`src/rtl/seq_divider_ctrl_if.sv`:
```
// Handshake/result bundle for seq_divider_ctrl.
// master: upstream drives start/operands; slave: divider drives results.
interface seq_divider_ctrl_if #(
  parameter int WIDTH = 4
);
  logic             start;
  logic [WIDTH-1:0] dividend;
  logic [WIDTH-1:0] divisor;
  logic             busy;
  logic             done;
  logic [WIDTH-1:0] quotient;
  logic [WIDTH-1:0] remainder;
  logic             div_by_zero;
`ifdef DIV_ABORT_EN
  logic             abort;
`endif

  modport master (
`ifdef DIV_ABORT_EN
    output abort,
`endif
    output start,
    output dividend,
    output divisor,
    input  busy,
    input  done,
    input  quotient,
    input  remainder,
    input  div_by_zero
  );

  modport slave (
`ifdef DIV_ABORT_EN
    input  abort,
`endif
    input  start,
    input  dividend,
    input  divisor,
    output busy,
    output done,
    output quotient,
    output remainder,
    output div_by_zero
  );
endinterface

```
`src/rtl/seq_divider_ctrl.sv`:
```
// Sequential unsigned restoring divider, one quotient bit per clock.
// Ports: clk, rst (async, active-low), bus (seq_divider_ctrl_if.slave):
//   start/dividend/divisor in; busy/done/quotient/remainder/div_by_zero
//   out, all registered. Optional DIV_ABORT_EN adds bus.abort, which
//   cancels a running division without touching the held results.
module seq_divider_ctrl #(
  parameter int WIDTH = 4
) (
  input  logic              clk,
  input  logic              rst,
  seq_divider_ctrl_if.slave bus
);
  localparam int CW = $clog2(WIDTH + 1);

  typedef enum logic [1:0] {
    IDLE,
    CALC,
    DONE
  } state_t;

  state_t           state;
  logic [WIDTH-1:0] a_r;
  logic [WIDTH-1:0] q_r;
  logic [WIDTH-1:0] m_r;
  logic [CW-1:0]    cnt;
  logic             busy_r;
  logic             done_r;
  logic [WIDTH-1:0] quo_r;
  logic [WIDTH-1:0] rem_r;
  logic             dbz_r;

  logic [WIDTH:0]   s;
  logic [WIDTH:0]   t;
  logic [WIDTH-1:0] a_nx;
  logic [WIDTH-1:0] q_nx;
  logic             abort_req;

`ifdef DIV_ABORT_EN
  assign abort_req = bus.abort;
`else
  assign abort_req = 1'b0;
`endif

  // Trial subtraction; a borrow out of the top bit means restore.
  always_comb begin
    s    = {a_r, q_r[WIDTH-1]};
    t    = s - {1'b0, m_r};
    a_nx = s[WIDTH-1:0];
    q_nx = {q_r[WIDTH-2:0], 1'b0};
    if (!t[WIDTH]) begin
      a_nx = t[WIDTH-1:0];
      q_nx = {q_r[WIDTH-2:0], 1'b1};
    end
  end

  always_ff @(posedge clk or negedge rst) begin
    if (!rst) begin
      state  <= IDLE;
      a_r    <= '0;
      q_r    <= '0;
      m_r    <= '0;
      cnt    <= '0;
      busy_r <= 1'b0;
      done_r <= 1'b0;
      quo_r  <= '0;
      rem_r  <= '0;
      dbz_r  <= 1'b0;
    end else begin
      unique case (state)
        IDLE: begin
          done_r <= 1'b0;
          if (bus.start) begin
            busy_r <= 1'b1;
            if (bus.divisor != '0) begin
              state <= CALC;
              a_r   <= '0;
              q_r   <= bus.dividend;
              m_r   <= bus.divisor;
              cnt   <= CW'(WIDTH);
            end else begin
              state  <= DONE;
              done_r <= 1'b1;
              quo_r  <= '1;
              rem_r  <= bus.dividend;
              dbz_r  <= 1'b1;
            end
          end
        end
        CALC: begin
          if (abort_req) begin
            state  <= IDLE;
            busy_r <= 1'b0;
          end else begin
            a_r <= a_nx;
            q_r <= q_nx;
            cnt <= cnt - CW'(1);
            if (cnt == CW'(1)) begin
              state  <= DONE;
              done_r <= 1'b1;
              quo_r  <= q_nx;
              rem_r  <= a_nx;
              dbz_r  <= 1'b0;
            end
          end
        end
        DONE: begin
          state  <= IDLE;
          busy_r <= 1'b0;
          done_r <= 1'b0;
        end
        default: begin
          state  <= IDLE;
          busy_r <= 1'b0;
          done_r <= 1'b0;
        end
      endcase
    end
  end

  assign bus.busy        = busy_r;
  assign bus.done        = done_r;
  assign bus.quotient    = quo_r;
  assign bus.remainder   = rem_r;
  assign bus.div_by_zero = dbz_r;
endmodule

```
`src/flat_wrapper.sv`:
```
// flat-port wrapper written by rule: the top's interface ports become plain ports
module seq_divider_ctrl_flat 
#(
  parameter int WIDTH = 4
)
  (clk, rst, bus_start, bus_dividend, bus_divisor, bus_busy, bus_done, bus_quotient, bus_remainder, bus_div_by_zero);
  seq_divider_ctrl_if #(.WIDTH(WIDTH)) bus_i ();
  input  logic clk;
  input  logic rst;
  input wire logic [$bits(bus_i.start)-1:0] bus_start;
  input wire logic [$bits(bus_i.dividend)-1:0] bus_dividend;
  input wire logic [$bits(bus_i.divisor)-1:0] bus_divisor;
  output wire logic [$bits(bus_i.busy)-1:0] bus_busy;
  output wire logic [$bits(bus_i.done)-1:0] bus_done;
  output wire logic [$bits(bus_i.quotient)-1:0] bus_quotient;
  output wire logic [$bits(bus_i.remainder)-1:0] bus_remainder;
  output wire logic [$bits(bus_i.div_by_zero)-1:0] bus_div_by_zero;
  assign bus_i.start = bus_start;
  assign bus_i.dividend = bus_dividend;
  assign bus_i.divisor = bus_divisor;
  assign bus_busy = bus_i.busy;
  assign bus_done = bus_i.done;
  assign bus_quotient = bus_i.quotient;
  assign bus_remainder = bus_i.remainder;
  assign bus_div_by_zero = bus_i.div_by_zero;
  seq_divider_ctrl #(.WIDTH(WIDTH)) u_core (.clk(clk), .rst(rst), .bus(bus_i));
endmodule
```
`config.mk`:
```
export PLATFORM = sky130hd
export DESIGN_NAME = seq_divider_ctrl_flat
export DESIGN_NICKNAME = d
export VERILOG_FILES = /design/src/rtl/seq_divider_ctrl_if.sv /design/src/rtl/seq_divider_ctrl.sv /design/src/flat_wrapper.sv
export SDC_FILE = /design/constraint.sdc
export NUM_CORES = 1
export LEC_CHECK = 0
export ABC_AREA = 1
export CAP_MARGIN = 30
export CORE_MARGIN = 2
export CORE_UTILIZATION = 51
export CTS_BUF_LIST = sky130_fd_sc_hd__clkbuf_8
export CTS_CLUSTER_SIZE = 25
export DETAILED_ROUTE_END_ITERATION = 10
export HOLD_SLACK_MARGIN = 0.08
export PLACE_DENSITY = 0.76
export RECOVER_POWER = 50
export SYNTH_ARGS = -nofsm -noshare
export SYNTH_HDL_FRONTEND = slang
export SYNTH_SLANG_ARGS = --single-unit
```
`constraint.sdc`:
```
create_clock -name clk -period 5.15 [get_ports clk]
set_input_delay 1.03 -clock clk [delete_from_list [all_inputs] [get_ports clk]]
set_output_delay 1.03 -clock clk [all_outputs]
set_load 0.01 [all_outputs]
```
Yosys cells after proc, flatten, opt, wreduce, memory -nomap -nowiden
Index checks and enable logic that the tools add are counted.
{"block": "totals", "ff_bits": 28, "inputBits": 11, "out_inout_bits": 11}
{"block": "op_classes", "add_sub_neg": 2, "eq_ne": 6, "muxes": 33, "bitwise_logic": 1, "n_reduce_logical": 8}
{"operator": "4-bit two-way mux", "count": 11}
{"operator": "4-bit case mux with 2 select lines", "count": 4}
{"operator": "1-bit two-way mux", "count": 8}
{"operator": "2-bit two-way mux", "count": 3}
{"operator": "3-bit two-way mux", "count": 2}
{"operator": "1-bit case mux with 2 select lines", "count": 3}
{"operator": "3-bit case mux with 2 select lines", "count": 1}
{"operator": "3-bit AND reduction", "count": 2}
{"operator": "5-bit by 4-bit subtractor with 5-bit output", "count": 1}
{"operator": "2-bit by 1-bit != test with 1-bit output, second input constant", "count": 2}
{"operator": "2-bit != test, second input constant", "count": 2}
{"operator": "2-bit case mux with 2 select lines", "count": 1}
{"operator": "2-bit AND reduction", "count": 2}
{"operator": "4-bit AND reduction", "count": 1}
{"operator": "4-bit nonzero test", "count": 1}
{"operator": "3-bit by 1-bit equality test with 1-bit output, second input constant", "count": 1}
{"operator": "3-bit by 1-bit subtractor with 3-bit output, second input constant", "count": 1}
{"operator": "2-bit by 1-bit equality test with 1-bit output, second input constant", "count": 1}
{"operator": "2-bit logical NOT", "count": 1}
{"operator": "2-bit nonzero test", "count": 1}
{"operator": "1-bit inverter", "count": 1}

Depth between registers and ports, before layout
{"block": "depth", "depth_word": 4, "ltp_mapped": 12, "mapped_depth_nobuf": 12}

Worst setup path before layout
Ideal clock, no wire load.
{"block": "synth_timing", "kind": "input-to-reg", "start": "input bus_divisor[1]", "end": "register u_core.m_r[0]", "arrival_ps": 1766, "required_time_ps": 5025, "slack_ps": 3260, "stages": 4, "n_path_buf": 0, "path_cell_list": "nor2_1 -> nand2_1 -> nand3_1 -> mux2_2"}
{"block": "synth_between", "elab_chain_cells": 2}
{"element": "start, declared", "line": "flat_wrapper.sv:12", "source": "input wire logic [$bits(bus_i.divisor)-1:0] bus_divisor;"}
{"element": "4-bit nonzero test", "line": "seq_divider_ctrl.sv:74", "source": "if (bus.divisor != '0) begin"}
{"element": "3-bit AND reduction (no line)"}
{"element": "end signal, assigned", "line": "seq_divider_ctrl.sv:78", "source": "m_r <= bus.divisor;"}
{"element": "end, declared", "line": "seq_divider_ctrl.sv:24", "source": "logic [WIDTH-1:0] m_r;"}
Every way passes these cells.
A chain may end at the register's enable or synchronous reset.

==> impl_metrics.yaml <==
outcome:
  status: "complete, no violations"
global_route:
  grt_max_degree: 29
  grt_pass1_vias: 1169
  grt_first_pass_wirelength_um: 5260
  grt_use_total: 0.206
  antenna_found_initial: 0
  grt_overflow: 0
synth:
  synth_cell_types: 24
  syn_inst: 178
  ys_warn_count: 0
  avgSynthCellArea_um2: 8.20
  synth_nets: 196
  synth_area_um2: 1460
  yosysTopAreaCellShare: 0.480
  yosysTopAreaCell: "dfrtp_1"
  synth_area_leaders: "dfrtp_1, nand3_1, inv_1, nand2_1, nor2_1"
  yosys_register_bits: 28
  ys_seq_area_frac: 0.480
power:
  switching_share: 0.428
  p_int_uw: 622
  irDropWorstVdd_uv: 405
  combPwrFrac: 0.530
  power_uw: 1090
  p_switching_uw: 466
  seqPwrFrac: 0.346
  p_leak_uw: 0.000861
  powerDensity_nw_per_um2: 629
  p_clk_frac: 0.124
cts:
  post-cts-setup-buffers: 0
  cts_buffer_depth: 2
  root_buffer: "clkbuf_8"
  clk_pin_slew_worst_paths_ns: 0.09
  cts_tree: "yes"
  holdBufCountCts: 0
  clock-sinks: 28
  numCtsBuffers: 3
  post_cts_resized: 0
  cts_htree_levels: 1
  worstSkewPairLatency_ns: 0.27
routing:
  dr.first_iter.drc_count: 73
  drc: 0
  dr.pass1.iters: 4
  wire_per_inst_um: 13.3
  via_count: 1215
  drtAntennaViolNets: 0
  viasPerCell: 5.26
  wl_um: 3080
worst_setup_path:
  crit_family: "buffers and inverters"
  crit_type: "in2async"
  crit_start: "rst"
  reg2reg_from: "u_core.state[1]"
  crit_chain: "dlygate4sd3_1 -> clkbuf_1"
  path_buf_inv: 2
  arrival_ns: 2.64
  cp_data_required_time_ns: 5.28
  cp-start-kind: "input port"
  rrSetupSlack_ns: 2.91
  path_depth: 2
  r2r_end: "u_core.bus.remainder[1]"
  end_kind: "asynchronous set/reset pin"
  reg2reg_depth: 7
  slowest_stage: "clkbuf_1"
  slowest_delay_ns: 1.08
  worstPathMaxFanout: 28
  worstSetupEndpoint: "u_core.cnt[0]"
hold_path:
  hold_path_class: "reg2reg"
  holdCritStartpoint: "u_core.cnt[2]"
timing:
  drv_slew: 0
  fin_ws_ns: 2.64
  totalNegativeSetupSlack_ns: 0
  max_slew.worst_pin.slew_ns: 1.49
  setup_viol: 0
  min_period_ns: 2.51
  skew_ns: 0.00717
  rsz0062_at_grt: "false"
  slew-limit-headroom: 0.00407
  max_freq_mhz: 399
  hold_violations: 0
  min_period_over_period: 0.487
placed_design:
  place_congestion: 0.893
  port_buffers: 21
  dp_hpwl_um: 2300
  pre_cts_ws_ns: 2.52
finish:
  insertedDiodeCount: 0
  drive_gt1_frac: 0.0500
  nNetsFinal: 219
  synthToLayoutAreaGrowth_pct: 18.4
  n_fill_cell: 242
flow_run:
  cap_viol_max_count: 0
floorplanning:
  die_h_um: 57.5
  die_area_um2: 3310
  rows: 19
  fp.dieW_um: 57.5
  ios: 22
  core_region_area_um2: 2730
  initial_core_util: 0.534
## cells in the final DEF (no fill, tap or decap), types with 2 or more instances in the layout
cell type / netlist / routed
dfrtp_1: 28 / 28
nor2_2: 2 / 2
clkbuf_8: 0 / 4
inv_2: 2 / 2
or2_1: 3 / 3
ha_1: 6 / 6
o211ai_1: 2 / 2
o21ai_0: 9 / 9
dlygate4sd3_1: 0 / 2
nand2_1: 27 / 27
inv_1: 27 / 27
a21oi_1: 7 / 7
a31oi_1: 3 / 3
nor2_1: 25 / 25
clkdlybuf4s50_1: 0 / 19
nand3_1: 24 / 25
## state kept, by name, indices dropped and copies added (netlist names), 2 cells and up
| name | cells |
|---|---|
| u_core.bus.remainder | 4 |
| u_core.cnt | 3 |
| u_core.bus.quotient | 4 |
| u_core.m_r | 4 |
| u_core.state | 2 |
| u_core.q_r | 4 |
| u_core.a_r | 4 |
## area by class of cell
| type | count | area, µm² | share of cell area |
|---|---|---|---|
| clock buffers | 4 | 55.1 | 0.0318 |
| inverters | 29 | 109 | 0.0630 |
| multi-input cells | 117 | 612 | 0.354 |
| flip-flops and latches | 28 | 701 | 0.405 |
| well taps | 31 | 38.8 | 0.0224 |
| repair buffers | 22 | 214 | 0.124 |
## worst min path at each step
stage	to	slack (ns)	cells after the start
final	u_core.cnt[2]	0.48	1
after global routing	u_core.cnt[2]	0.51	1
after CTS	u_core.cnt[2]	0.48	1
after detailed placement	u_core.cnt[2]	0.46	1
after global placement	u_core.cnt[2]	0.46	1
after floorplan	u_core.cnt[2]	0.44	1
## metrics by stage
step           cell area [µm²]  std cells   util  hold WS (ns)
2_1_floorplan             1460        178      -         0.439
3_3_place_gp              1690        227  0.618         0.457
3_5_place_dp              1690        227  0.618         0.464
4_1_cts                   1750        231  0.638         0.482
5_1_grt                   1730        231  0.632         0.508
6_report                  1730        231  0.632         0.481
## power groups by stage
stage	Combinational (µW)	Sequential [µW]	Clock [µW]
after floorplan	391	390	0
after global placement	555	377	0
after detailed placement	579	381	0
after CTS	588	376	138
after global routing	649	389	148
final	576	377	135
## cell families after synthesis
logic type,after synthesis,share of synthesized area
buf+inv,33,0.0925
simple gates,84,0.258
fa+ha+maj,7,0.0651
compound gates,24,0.0908
xor+xnor,1,0.00600
flops,28,0.480
mux,1,0.00771
## synth_stat cells (all sizes together)
| master | instances |
|---|---|
| fa | 1 |
| ha | 6 |
| a21oi | 7 |
| nand3 | 25 |
| nand2 | 28 |
| a21boi | 1 |
| buf | 4 |
| inv | 29 |
| or2 | 4 |
| o211ai | 2 |
| nor2 | 27 |
| xnor2 | 1 |
| o21ai | 10 |
| a31oi | 3 |
| dfrtp | 28 |
| mux2 | 1 |
| o22ai | 1 |
## per-layer routing
metal  vias up  track usage  share of wire
li1        609            -              -
met1       582        0.288           0.46
met2        18        0.326           0.49
met3         6       0.0204          0.028
met4         0       0.0897          0.016
met5         -            0              0
Power figures use the tool's default switching activity.
